`src/rtl/fft_ctrl.sv`:
```
`default_nettype none
// ============================================================================
// Module   : fft_ctrl
// Brief    : Sequencer for an in-place radix-2 DIT FFT/IFFT. It walks LOG2N
//            stages of N/2 butterflies and issues sample-RAM read addresses,
//            twiddle ROM addresses and one-cycle-delayed write-back addresses.
//            A single DRAIN cycle separates stages, so the last write of a
//            stage lands before the next stage reads.
// Revision : 1.0 - initial release
// ============================================================================
module fft_ctrl #(
  parameter int LOG2N = 4
) (
  input  logic             clk,
  input  logic             rst_n,
  input  logic             start,
  input  logic             abort,
  input  logic             fft_ifft_i,
  output logic             fft_ifft_o,
  output logic             busy,
  output logic             done,
  output logic [LOG2N-1:0] stage_o,
  output logic             rd_en,
  output logic [LOG2N-1:0] rd_addr0,
  output logic [LOG2N-1:0] rd_addr1,
  output logic [LOG2N-2:0] tw_addr,
  output logic             wr_en,
  output logic [LOG2N-1:0] wr_addr0,
  output logic [LOG2N-1:0] wr_addr1
);

  // Butterfly counter is one bit narrower than an address (k < N/2).
  localparam int c_KW = LOG2N - 1;
  // Stage counter only needs enough bits to hold LOG2N-1.
  localparam int c_SW = (LOG2N > 2) ? $clog2(LOG2N) : 1;
  localparam logic [c_KW-1:0] c_K_LAST = {c_KW{1'b1}};
  localparam logic [c_SW-1:0] c_S_LAST = c_SW'(LOG2N - 1);

  typedef enum logic [1:0] {
    ST_IDLE  = 2'd0,
    ST_RUN   = 2'd1,
    ST_DRAIN = 2'd2,
    ST_DONE  = 2'd3
  } state_t;

  state_t            r_state;
  logic [c_KW-1:0]   r_k;
  logic [c_SW-1:0]   r_s;

  state_t            w_nxt_state;
  logic [c_KW-1:0]   w_nxt_k;
  logic [c_SW-1:0]   w_nxt_s;
  logic              w_accept;
  logic              w_nxt_run;
  logic              w_nxt_busy;

  logic [LOG2N-1:0]  w_k_ext;
  logic [LOG2N-1:0]  w_span;
  logic [LOG2N-1:0]  w_pos;
  logic [LOG2N-1:0]  w_addr0;
  logic [LOG2N-1:0]  w_addr1;
  logic [c_SW:0]     w_tw_shift;
  logic [c_KW-1:0]   w_tw;

  // Next-state and counter sequencing; abort overrides every state, including
  // a simultaneous start in IDLE.
  always_comb begin
    w_nxt_state = r_state;
    w_nxt_k     = r_k;
    w_nxt_s     = r_s;
    w_accept    = 1'b0;
    if (abort) begin
      w_nxt_state = ST_IDLE;
      w_nxt_k     = '0;
      w_nxt_s     = '0;
    end else begin
      case (r_state)
        ST_IDLE: begin
          if (start) begin
            w_nxt_state = ST_RUN;
            w_nxt_k     = '0;
            w_nxt_s     = '0;
            w_accept    = 1'b1;
          end
        end
        ST_RUN: begin
          if (r_k == c_K_LAST) begin
            w_nxt_state = ST_DRAIN;
            w_nxt_k     = '0;
          end else begin
            w_nxt_k = r_k + c_KW'(1);
          end
        end
        ST_DRAIN: begin
          if (r_s == c_S_LAST) begin
            w_nxt_state = ST_DONE;
          end else begin
            w_nxt_state = ST_RUN;
            w_nxt_s     = r_s + c_SW'(1);
            w_nxt_k     = '0;
          end
        end
        ST_DONE: begin
          w_nxt_state = ST_IDLE;
          w_nxt_s     = '0;
          w_nxt_k     = '0;
        end
        default: begin
          w_nxt_state = ST_IDLE;
          w_nxt_k     = '0;
          w_nxt_s     = '0;
        end
      endcase
    end
  end

  // Butterfly address generation for the upcoming (k, s). Clearing the low s
  // bits of k and doubling gives grp*2*span without a variable s+1 shift.
  always_comb begin
    w_nxt_run  = (w_nxt_state == ST_RUN);
    w_nxt_busy = (w_nxt_state == ST_RUN) || (w_nxt_state == ST_DRAIN);
    w_k_ext    = {1'b0, w_nxt_k};
    w_span     = LOG2N'(1) << w_nxt_s;
    w_pos      = w_k_ext & (w_span - LOG2N'(1));
    w_addr0    = ((w_k_ext & ~(w_span - LOG2N'(1))) << 1) | w_pos;
    w_addr1    = w_addr0 | w_span;
    w_tw_shift = (c_SW + 1)'(c_KW) - {1'b0, w_nxt_s};
    w_tw       = w_pos[c_KW-1:0] << w_tw_shift;
  end

  // State, counters and all outputs registered from the next-state values;
  // the write port is the read port delayed by one cycle, killed on abort.
  always_ff @(posedge clk or negedge rst_n) begin
    if (!rst_n) begin
      r_state    <= ST_IDLE;
      r_k        <= '0;
      r_s        <= '0;
      fft_ifft_o <= 1'b0;
      busy       <= 1'b0;
      done       <= 1'b0;
      stage_o    <= '0;
      rd_en      <= 1'b0;
      rd_addr0   <= '0;
      rd_addr1   <= '0;
      tw_addr    <= '0;
      wr_en      <= 1'b0;
      wr_addr0   <= '0;
      wr_addr1   <= '0;
    end else begin
      r_state <= w_nxt_state;
      r_k     <= w_nxt_k;
      r_s     <= w_nxt_s;
      if (w_accept) begin
        fft_ifft_o <= fft_ifft_i;
      end
      busy     <= w_nxt_busy;
      done     <= (w_nxt_state == ST_DONE);
      stage_o  <= w_nxt_busy ? LOG2N'(w_nxt_s) : '0;
      rd_en    <= w_nxt_run;
      rd_addr0 <= w_nxt_run ? w_addr0 : '0;
      rd_addr1 <= w_nxt_run ? w_addr1 : '0;
      tw_addr  <= w_nxt_run ? w_tw : '0;
      wr_en    <= rd_en & ~abort;
      wr_addr0 <= rd_addr0;
      wr_addr1 <= rd_addr1;
    end
  end

endmodule
`default_nettype wire

```
`config.mk`:
```
export PLATFORM = sky130hd
export DESIGN_NAME = fft_ctrl
export DESIGN_NICKNAME = d
export VERILOG_FILES = /design/src/rtl/fft_ctrl.sv
export SDC_FILE = /design/constraint.sdc
export NUM_CORES = 1
export LEC_CHECK = 0
export BUFFER_PORTS_ARGS = -buffer_cell sky130_fd_sc_hd__buf_2
export CAP_MARGIN = 5
export CORE_MARGIN = 1
export CORE_UTILIZATION = 30
export CTS_BUF_LIST = sky130_fd_sc_hd__clkbuf_4
export CTS_CLUSTER_SIZE = 12
export DETAILED_ROUTE_END_ITERATION = 8
export GPL_TIMING_DRIVEN = 0
export HOLD_SLACK_MARGIN = 0.06
export PLACE_DENSITY = 0.49
export SYNTH_ARGS = -nofsm -noshare
export SYNTH_HDL_FRONTEND = slang
export SYNTH_SLANG_ARGS = --single-unit
```
`constraint.sdc`:
```
create_clock -name clk -period 3.21 [get_ports clk]
set_input_delay 0.4815 -clock clk [delete_from_list [all_inputs] [get_ports clk]]
set_output_delay 0.4815 -clock clk [all_outputs]
set_load 0.03 [all_outputs]
```
# --- Word level (Yosys, flattened, before mapping) ---
# Index checks and enable logic that the tools add are counted.
word_totals:
  input_bits: 5
  output_inout_bits: 28
  regBits: 33
  word_cells: 58
op_classes:
  bitwise_logic: 7
  n_eq_ne: 8
  addsub: 4
  shift: 2
  reduce_logical: 2
  mux: 21
ops:
  columns: ["cell", "count"]
  rows:
  - ["2-bit 2-to-1 mux", 8]
  - ["3-bit 2-to-1 mux", 5]
  - ["3-bit one-hot mux with 4 select lines", 1]
  - ["2-bit == test (second input constant)", 5]
  - ["4-bit 2-to-1 mux", 2]
  - ["4-bit bitwise OR", 2]
  - ["2-bit one-hot mux with 4 select lines", 1]
  - ["2-bit one-hot mux with 3 select lines", 1]
  - ["3-bit by 4-bit AND with 4-bit output", 1]
  - ["2-bit by 1-bit == test with 1-bit output (second input constant)", 2]
  - ["1-bit by 2-bit left shift with 4-bit output (first input constant)", 1]
  - ["4-bit by 1-bit subtractor with 4-bit output (second input constant)", 1]
  - ["3-bit by 1-bit adder with 3-bit output (second input constant)", 1]
  - ["3-bit AND", 1]
  - ["3-bit == test (second input constant)", 1]
  - ["1-bit 2-to-1 mux", 3]
  - ["3-bit NOT", 1]
  - ["3-bit by 3-bit left shift with 3-bit output", 1]
  - ["2-bit by 2-bit subtractor with 3-bit output (first input constant)", 1]
  - ["2-bit by 1-bit adder with 2-bit output (second input constant)", 1]
  - ["2-bit logical NOT", 1]
  - ["1-bit AND", 1]
  - ["1-bit logical OR", 1]
  - ["1-bit NOT", 1]

# --- Depth between registers and ports, before layout ---
# Gate-level depths: netlist of the first run.
logic_depth:
  word_depth: 11
  depth_mapped: 8
  mapped_depth_nobuf: 7

# --- Worst setup path before layout of the first run ---
# Ideal clock, no wire load.
synth_path:
  kind: "flip-flop to flip-flop"
  from: "register r_k[0]"
  to: "register tw_addr[1]"
  setup_slack_ns: 1.309
  period_less_slack_ns: 1.901
  stages_incl_launch_ff: 9
  required_time_ns: 3.123
  setup_ns: 0.087
  n_path_buf: 1
  t_arrival_ns: 1.814
  cell_sequence: "dfrtp_1 > ha_1 > ha_1 > nand2b_1 > a21oi_1 > ha_1 > clkbuf_1 > nand2_1 > a211oi_2"
synth_between:
  word_cells_on_any_way: 14
  cone_classes: "1 x add/sub; 2 x eq/ne; 1 x shift; 9 x mux; 1 x bitwise"
synth_lines:
  columns: ["element", "line_no", "text"]
  rows:
  - ["from (decl)", "47", "logic [c_KW-1:0] r_k;"]
  - ["from (signal assigned)", "151", "r_k <= w_nxt_k;"]
  - ["3-bit == test", "87", "if (r_k == c_K_LAST) begin"]
  - ["2-bit 2-to-1 mux", "87", null]
  - ["2-bit one-hot mux with 4 select lines", "77", "case (r_state)"]
  - ["2-bit 2-to-1 mux", "72", "if (abort) begin"]
  - ["named net w_nxt_state[0]", "50", "state_t w_nxt_state;"]
  - ["2-bit by 1-bit == test with 1-bit output", "120", "w_nxt_run = (w_nxt_state == ST_RUN);"]
  - ["named net w_nxt_run", "54", "logic w_nxt_run;"]
  - ["3-bit 2-to-1 mux", "162", "tw_addr <= w_nxt_run ? w_tw : '0;"]
  - ["to (signal assigned)", "162", null]
  - ["to (decl)", "26", "output logic [LOG2N-2:0] tw_addr,"]
# The timed path passes the listed nets, and every way through them passes these cells.
# A chain may end at the register's enable or synchronous reset.

# --- Final worst setup path of the first run ---
# Ends and elaborated chain as after synthesis.

==> results of run 1 <==
==> final timing paths <==
kind                              from           to  slack (ns)  depth (start not counted)
setup / recovery                r_k[0]   tw_addr[1]        0.91                          8
hold reg to reg            rd_addr1[1]  wr_addr1[1]        0.37                          0
setup reg to reg                r_k[0]   tw_addr[1]        0.91                          8
min in group clk           rd_addr1[1]  wr_addr1[1]        0.37                          0
hold / removal                   rst_n  wr_addr1[0]        0.20                          1
max in group asynchronous        rst_n       r_s[0]        2.56                          1
==> layout make-up <==
cell class / count / area share [%]
buffer: 4 / 1.426
clock buffer: 6 / 2.703
clock inverter: 2 / 2.027
inverter: 5 / 1.426
multi-input combinational: 64 / 29.95
sequential: 33 / 49.55
tap: 52 / 3.904
timing repair buffer: 30 / 9.009
==> cells by family (layout without fill, tap and decap cells) <==
logic type / Yosys count / count (layout)
and+or+nand+nor: 37 / 37
DFF: 33 / 33
AOI/OAI and AO/OA: 19 / 19
buffers and inverters: 9 / 47
adders and majority gates: 4 / 4
muxes: 2 / 2
other: 1 / 2
==> through the flow <==
stage                     setup slack [ns]  utilization, %  cell area (um2)  hold WS [ns]
after CTS                           0.8634           38.01             1667        0.2182
after detailed placement            0.9046           36.22             1588        0.3549
after floorplan                      1.309               -             1373        0.1859
after global placement              0.9329           36.22             1588        0.3525
after global routing                0.6814           38.01             1667        0.2423
final                               0.9126           38.01             1667        0.1977
==> power by group through the flow <==
stage / clock (mW) / sequential, mW / combinational [mW]
2_1_floorplan: 0 / 0.461 / 0.0349
3_3_place_gp: 0 / 0.441 / 0.0812
3_5_place_dp: 0 / 0.442 / 0.0820
4_1_cts: 0.316 / 0.434 / 0.0822
5_1_grt: 0.338 / 0.436 / 0.0883
6_report: 0.304 / 0.434 / 0.0803
==> state kept, by name, indices dropped and copies added (netlist names), 2 cells and up <==
signal / count
r_state: 2
stage_o: 2
tw_addr: 3
rd_addr1: 4
r_s: 2
wr_addr1: 4
r_k: 3
rd_addr0: 4
wr_addr0: 4
==> metal layers <==
metal	vias to the layer above	global-route usage [%]
met5	-	0
met4	0	5.442
met3	6	5.233
met2	32	16.18
met1	430	14.50
li1	438	-
==> cells in the final DEF, fill, tap and decap left out, drive strengths merged, types with 2 or more instances in the layout <==
cell,instances
a221oi,2
buf,33
o21ai,2
o21a,2
a21oi,2
clkinv,2
mux2,2
ha,4
and3,4
nor2,10
nor3,2
dfrtp,33
nand2b,4
nand2,5
clkbuf,7
nor2b,3
a21o,2
conb,2
inv,4
==> worst max-delay path, delay by kind of cell, from the launching register on <==
kind | cells | cell delay [ns]
adder cells (fa/ha/maj) | 3 | 0.72
flip-flops | 1 | 0.44
AO/OA/AOI/OAI | 2 | 0.43
buffers and inverters | 1 | 0.34
AND/OR/NAND/NOR | 2 | 0.29
==> run_results.csv, run 1 <==
group,metric,value,unit
run_status,outcome,"complete, no violations",
logic_synthesis,synth_area_leader_cell,"dfrtp_1",
finish,fin_nets,152,
clocking,cts_buffers,5,
logic_synthesis,synth_top_family_by_area,"simple AND/OR/NAND/NOR gates",
detailed_routing,drc,0,
sta,finalCriticalPeriod,2.297,ns
floorplan,dieArea,0.004837,mm2
detailed_routing,drt_iter0_markers,26,
detailed_routing,top_layer_used,"met4",
detailed_routing,via_per_inst,4.622,
setup_path,crit_fanout,10,
power,internal_power,0.6221,mW
floorplan,core,0.004384,mm2
clocking,cts_setup_buffers,0,
placement,gp_congestion,0.7801,
placement,placed_cells,188,
logic_synthesis,synthCells,105,
logic_synthesis,synth_edf_count,0,
sta,tightestPinTransition,0.7244,ns
clocking,cts.reportedPaths.clkPinSlew,0.09,ns
logic_synthesis,synth_commonest_cells,"dfrtp_1, nor2_1, nand2_1",
setup_path,start_kind,"register",
clocking,ctsResizeCount,0,
clocking,clk-insertion-delay-late,0.33,ns
setup_path,worstPathRequired,3.46,ns
power,pwr-share-comb,9.8,%
logic_synthesis,netlist_area,0.001369,mm2
run,cap_violations,0,
detailed_routing,vias,906,
detailed_routing,routedWlPerCell,12.66,um
setup_path,crit_path_end_kind,"register",
power,p_leak,0.8968,nW
placement,io_buffers,30,
logic_synthesis,synth_adder_area_share,3.656,%
clocking,clockBufferDepth,2,
placement,dpl.hpwl,1800,um
logic_synthesis,ys_warn_count,0,
setup_path,slowest_stage,"dfrtp_1",
detailed_routing,wl_met3,176,um
setup_path,crit_chain,"ha_1 > ha_1 > nand2b_1 > a21oi_1 > ha_1 > clkbuf_1 > nand2_1 > a211oi_2",
sta,hold_viol,0,
sta,rsz0062_at_grt,"no",
logic_synthesis,muxShareOfSynthArea,1.645,%
detailed_routing,wl_met1,1150,um
detailed_routing,drtPass1Iterations,4,
power,swShare,23.99,%
floorplan,dieWidth,69.55,um
clocking,clkSinkCount,33,
sta,finalSetupTns,0,ns
grt,grt_start_max_net_pins,34,
finish,syn_to_final_growth,21.76,%
logic_synthesis,ys_ff_latch,33,
sta,final_min_period_over_clock_period,71.57,%
power,vdd_drop_max,0.2529,mV
detailed_routing,drt_wl_total,2481,um
grt,antenna_found_initial,0,
power,p_sw,0.1964,mW
floorplan,initial_core_util,31.22,%
logic_synthesis,synth_xor_area_share,0,%
sta,fmax,435.3,MHz
finish,instances_no_fill,196,
clocking,holdBufCountCts,0,
sta,maxSlewViolCount,0,
logic_synthesis,yosys.area_share.simple,16.27,%
logic_synthesis,synth.top_cell.area_share,60.33,%
detailed_routing,ant_nets,0,
finish,multi_input_area,499.2,um2
clocking,root_buffer,"clkbuf_4",
logic_synthesis,avgSynthCellArea,13.04,um2
grt,grt_pass1_wl,4112,um
finish,fill_cells,442,
logic_synthesis,yosys-top-cells-area,"dfrtp_1, a221oi_4, ha_1",
floorplan,io_pins,33,
grt,grt.total_usage,11.35,%
setup_path,critPathMaxStageDelay,0.44,ns
floorplan,rows,24,
finish,antennaDiodeCount,0,
logic_synthesis,synth.most_common_cell,"dfrtp_1",
hold_path,hold_path.class,"in -> async",
setup_path,arrival,2.55,ns
setup_path,critical_path_class,"reg -> reg",
grt,gr-total-overflow,0,
sta,clock-skew-final,0.003827,ns
grt,grt_pass1_vias,845,
power,pwr-share-clk,37.2,%
clocking,cts_tree,"done",
floorplan,fp.dieH,69.55,um
logic_synthesis,ys_seq_area_share,60.33,%
finish,layout-drive-gt1-share,37.50,%
power,power,0.8185,mW
finish,ff_latch_area,825.8,um2
clocking,h-tree-depth,2,
power,seqPwrFrac,53.0,%
sta,setup_viol,0,
logic_synthesis,synth-compound-area-share,14.35,%
logic_synthesis,async_flop_share,100.0,%
detailed_routing,met2WireLength,1101,um
sta,max-slew-margin-rel,51.71,%
logic_synthesis,synth_cell_types,45,
setup_path,crit_path_frequent_cell,"ha_1",
logic_synthesis,synth_flop_cell,"dfrtp_1",
power,powerDensity,491.1,mW/mm2
(Power assumes the default switching activity.)
==> inputs of run 2 (changes only) <==
PLACE_DENSITY = 0.51   (was 0.49)
clock period = 2.1 ns   (was 3.21 ns; I/O delays follow)
==> run 2 against run 1 <==
Die area unchanged. Global-route usage up 0.31 points. First-iteration DRC count down 69%. Highest routed layer unchanged. Count of clock-buffer cells in the layout down 1. Utilization up 0.17 points. Critical path type unchanged. Clock power up 1%.
==> run_results.csv, run 2 (synthesized netlist as in run 1, its figures left out) <==
group,metric,value,unit
setup_path,crit_path_frequent_cell,"ha_1",
floorplan,dieArea,0.004837,mm2
detailed_routing,ant_nets,0,
clocking,cts_tree,"done",
power,pwr-share-comb,12.2,%
sta,max-slew-margin-rel,52.50,%
sta,final_min_period_over_clock_period,93.71,%
power,vdd_drop_max,0.3571,mV
finish,antennaDiodeCount,0,
finish,syn_to_final_growth,22.30,%
finish,fin_nets,156,
floorplan,io_pins,33,
grt,busiest_layer,"met2",
floorplan,rows,24,
sta,fin_hold_ws,0.2261,ns
clocking,h-tree-depth,2,
finish,mostFrequentLayoutCell,"dfrtp_1",
power,powerDensity,660.6,mW/mm2
clocking,clkSinkCount,33,
grt,grt_pass1_vias,882,
placement,io_buffers,30,
clocking,root_buffer,"clkbuf_4",
floorplan,fp.dieH,69.55,um
sta,fmax,508.2,MHz
detailed_routing,vias,895,
sta,hold_viol,0,
grt,antenna_found_initial,0,
power,p_sw,0.2906,mW
placement,dp_slack,-0.2381,ns
placement,gp_congestion,0.7798,
setup_path,slowest_stage,"dfrtp_2",
power,power,1.106,mW
clocking,clockBufferDepth,2,
grt,use_met3,5.814,%
detailed_routing,drtPass1Iterations,3,
sta,maxSlewViolCount,0,
sta,finalCriticalPeriod,1.968,ns
setup_path,arrival,2.20,ns
setup_path,critical_path_class,"reg -> reg",
detailed_routing,drc,0,
setup_path,crit_path_end_kind,"register",
run,cap_violations,0,
sta,setup_viol,0,
detailed_routing,via_per_inst,4.520,
run_status,outcome,"complete, no violations",
power,p_leak,0.9015,nW
grt,grt.total_usage,11.65,%
floorplan,core,0.004384,mm2
clocking,clk-insertion-delay-late,0.33,ns
grt,met2_usage,17.91,%
power,swShare,26.28,%
detailed_routing,drt_iter0_markers,8,
finish,layout-drive-gt1-share,41.10,%
sta,worst_slack,0.1322,ns
clocking,cts_buffers,5,
detailed_routing,routedWlPerCell,12.85,um
setup_path,path_buf_inv,1,
setup_path,critPathMaxStageDelay,0.43,ns
grt,gr-total-overflow,0,
finish,utilization,38.18,%
clocking,cts.reportedPaths.clkPinSlew,0.10,ns
sta,rsz0062_at_grt,"no",
setup_path,worstPathRequired,2.33,ns
sta,tightestPinTransition,0.7125,ns
grt,met1_usage,14.11,%
sta,finalSetupTns,0,ns
power,internal_power,0.8153,mW
detailed_routing,drt_wl_total,2545,um
setup_path,crit_fanout,10,
power,seqPwrFrac,59.9,%
floorplan,initial_core_util,31.22,%
setup_path,critical-path-top-delay-family,"adder cells",
grt,grt_pass1_wl,4243,um
setup_path,crit_chain,"ha_1 > ha_1 > nand2b_1 > a21oi_2 > ha_2 > buf_4 > nand2_1 > a211oi_2",
floorplan,dieWidth,69.55,um
hold_path,hold_path.class,"in -> reg",
placement,dpl.hpwl,1823,um
setup_path,start_kind,"register",
grt,grt_start_max_net_pins,34,
finish,final_cell_mix,"dfrtp_1, buf_2, nor2_1, buf_4",
sta,clock-skew-final,0.01187,ns
power,pwr-share-clk,27.9,%
## run 2: worst paths after layout
| check | endpoint | depth (start not counted) | slack (ns) | from |
|---|---|---|---|---|
| worst max-delay path | tw_addr[1] | 8 | 0.13 | r_k[0] |
| worst min-delay path | fft_ifft_o | 2 | 0.23 | fft_ifft_i |
| worst max register to register | tw_addr[1] | 8 | 0.13 | r_k[0] |
| worst min register to register | wr_addr1[0] | 0 | 0.37 | rd_addr1[0] |
| max in group asynchronous | r_k[0] | 2 | 1.04 | rst_n |
| min in group asynchronous | wr_addr1[1] | 2 | 0.57 | rst_n |
## run 2: area by class of cell
type	instances	area (um2)
clock buffers	5	37.54
plain buffers	4	27.53
multi-input cells	64	505.5
inverters	5	23.77
flip-flops and latches	33	827.0
repair buffers	34	182.7
well taps	52	65.06
fillers	449	2710
clock inverters	1	5.005
## run 2: power by group through the flow
stage	registers (mW)	clock network, mW	logic, mW
CTS	0.663	0.327	0.130
detailed placement	0.675	0	0.126
finish	0.662	0.308	0.135
floorplan	0.704	0	0.0533
global route	0.666	0.361	0.147
global placement	0.675	0	0.124
## run 2: layer usage
metal	vias up	share of wire (%)
met3	2	5.5
met1	421	49
met5	-	0
met4	0	0.59
met2	26	44
li1	446	-
## run 2: metrics by stage
step | instances | instance area (um2)
after floorplan | 106 | 1373
after global placement | 188 | 1588
after detailed placement | 188 | 1588
after CTS | 195 | 1648
after global routing | 198 | 1674
final | 198 | 1674
## run 2: what timing repair did
item,CTS,global route
buffers inserted,0,3
endpoints found under the hold margin,33,0
hold buffers,1,0
endpoints found under the setup margin,11,2
gates resized for setup,3,3
pin swaps,0,2
==> inputs of run 3 (changes only) <==
CORE_UTILIZATION = 40   (was 30)
PLACE_DENSITY = 0.64   (was 0.51)
==> run 3 against run 2 <==
Sequential cell count is the same. Combinational power shrank 5%. Wire length shrank 4.6%. First-iteration DRC count grew to 2.5 times the previous value. Count of clock-buffer cells in the layout is the same. Worst setup slack lost 0.011 ns. Cell count shrank 4.5%. Total power is essentially flat. Clock skew shrank 0.0071 ns. Sequential share of layout area grew 0.71 points. Die area shrank 24%. Critical endpoint is now tw_addr[2]. Highest routed layer unchanged.
==> run_results.csv, run 3 (synthesized netlist as in run 1, its figures left out) <==
group,metric,value,unit
run_status,outcome,"complete, no violations",
setup_path,critical-path-top-delay-family,"adder cells",
setup_path,r2r_end,"tw_addr[2]",
floorplan,dieArea,0.003660,mm2
grt,gr-total-overflow,0,
floorplan,dieWidth,60.50,um
setup_path,slowest_stage,"dfrtp_1",
clocking,cts_setup_buffers,0,
setup_path,r2r_slack,0.12,ns
clocking,clkSinkCount,33,
detailed_routing,drtPass1Iterations,3,
clocking,root_buffer,"clkbuf_4",
sta,finalSetupTns,0,ns
clocking,clk-insertion-delay-late,0.32,ns
detailed_routing,drc,0,
clocking,cts_tree,"done",
finish,fin_nets,153,
power,vdd_drop_max,0.3895,mV
power,power,1.106,mW
detailed_routing,ant_nets,0,
finish,antennaDiodeCount,0,
sta,final_min_period_over_clock_period,94.25,%
placement,postPlaceCellArea,0.001578,mm2
finish,fill_cells,314,
sta,finalCriticalPeriod,1.979,ns
setup_path,critical_path_class,"reg -> reg",
sta,fmax,505.2,MHz
run,cap_violations,0,
hold_path,hold_start,"fft_ifft_i",
sta,tightestPinTransition,0.7066,ns
grt,grt.total_usage,15.42,%
grt,grt_start_max_net_pins,34,
clocking,h-tree-depth,2,
placement,dpl.hpwl,1753,um
clocking,cts_buffers,5,
power,p_leak,0.8903,nW
placement,dp_slack,-0.1693,ns
placement,io_buffers,30,
setup_path,crit_chain,"ha_1 > ha_1 > nand2b_1 > a21oi_2 > ha_2 > clkbuf_4 > nand2_1 > o32ai_1",
finish,mostFrequentLayoutCell,"dfrtp_1",
sta,hold_viol,0,
hold_path,hold_path.class,"in -> reg",
setup_path,cp-startpoint,"r_k[0]",
hold_path,hold_depth,2,
sta,fin_hold_ws,0.2182,ns
finish,instances_no_fill,189,
setup_path,start_kind,"register",
detailed_routing,routedWlPerCell,12.85,um
finish,final_cell_mix,"dfrtp_1, buf_2, nor2_1, clkbuf_4, nand2_1",
sta,max-slew-margin-rel,52.89,%
grt,antenna_found_initial,0,
placement,gp_congestion,0.8007,
setup_path,crit_path_end_kind,"register",
floorplan,core,0.003153,mm2
sta,setup_viol,0,
setup_path,worstPathRequired,2.32,ns
sta,maxSlewViolCount,0,
setup_path,path_buf_inv,1,
floorplan,fp.dieH,60.50,um
clocking,cts.reportedPaths.clkPinSlew,0.09,ns
floorplan,initial_core_util,43.41,%
finish,layout-drive-gt1-share,38.62,%
setup_path,rr_worst_depth,8,
floorplan,io_pins,33,
sta,clock-skew-final,0.004751,ns
detailed_routing,drt_wl_total,2429,um
setup_path,r2r_start,"r_k[0]",
setup_path,critPathMaxStageDelay,0.43,ns
setup_path,crit_path_frequent_cell,"ha_1",
finish,final_area,0.001648,mm2
clocking,clockBufferDepth,2,
power,powerDensity,671.0,mW/mm2
sta,worst_slack,0.1207,ns
detailed_routing,drt_iter0_markers,20,
detailed_routing,vias,927,
grt,grt_pass1_wl,3939,um
sta,rsz0062_at_grt,"no",
detailed_routing,via_per_inst,4.905,
placement,placed_cells,180,
setup_path,arrival,2.20,ns
finish,syn_to_final_growth,20.38,%
hold_path,holdPathEnd,"fft_ifft_o",
floorplan,rows,20,
setup_path,crit_fanout,10,
finish,utilization,52.26,%
grt,grt_pass1_vias,887,
-- run 3: cell count changes in the layout (fill, tap and decap cells not counted) --
| cell | delta |
|---|---|
| buf_4 | -4 |
| clkbuf_4 | +1 |
| clkinv_1 | +2 |
| dfrtp_1 | +1 |
| dfrtp_2 | -1 |
-- run 3: area by class of cell --
class / instances / area [um2] / share of cell area (%)
well taps: 44 / 55.05 / 3.341
clock inverters: 3 / 12.51 / 0.7593
inverters: 5 / 23.77 / 1.443
repair buffers: 31 / 160.2 / 9.719
multi-input cells: 64 / 505.5 / 30.68
clock buffers: 5 / 37.54 / 2.278
plain buffers: 4 / 27.53 / 1.670
flip-flops and latches: 33 / 825.8 / 50.11
-- run 3: metal layers --
metal	vias up	wire length, um	global-route usage, %
li1	447	-	-
met1	451	1100	18.13
met2	24	1163	24.33
met3	5	125	5.544
met4	0	38	9.091
met5	-	0	0
-- run 3: worst max-delay path by stage --
stage / to / slack [ns] / depth (start not counted)
after floorplan: tw_addr[1] / 0.20 / 8
after global placement: tw_addr[1] / -0.11 / 8
after detailed placement: tw_addr[2] / -0.17 / 8
after CTS: tw_addr[2] / 0.04 / 8
after global routing: tw_addr[2] / 0.001 / 8
final: tw_addr[2] / 0.12 / 8
-- run 3: power breakdown --
group | total (mW) | leakage, nW | internal, mW | switching [mW]
Clock | 0.315 | 0.0300 | 0.121 | 0.194
Sequential | 0.663 | 0.451 | 0.652 | 0.0113
Combinational | 0.128 | 0.409 | 0.0417 | 0.0859
Total | 1.11 | 0.890 | 0.815 | 0.291
-- run 3: repair_timing --
action | in CTS | in global routing
endpoints found under the hold margin | 24 | 0
resized for setup | 2 | 3
endpoints found under the setup margin | 11 | 2
hold buffers | 1 | 0
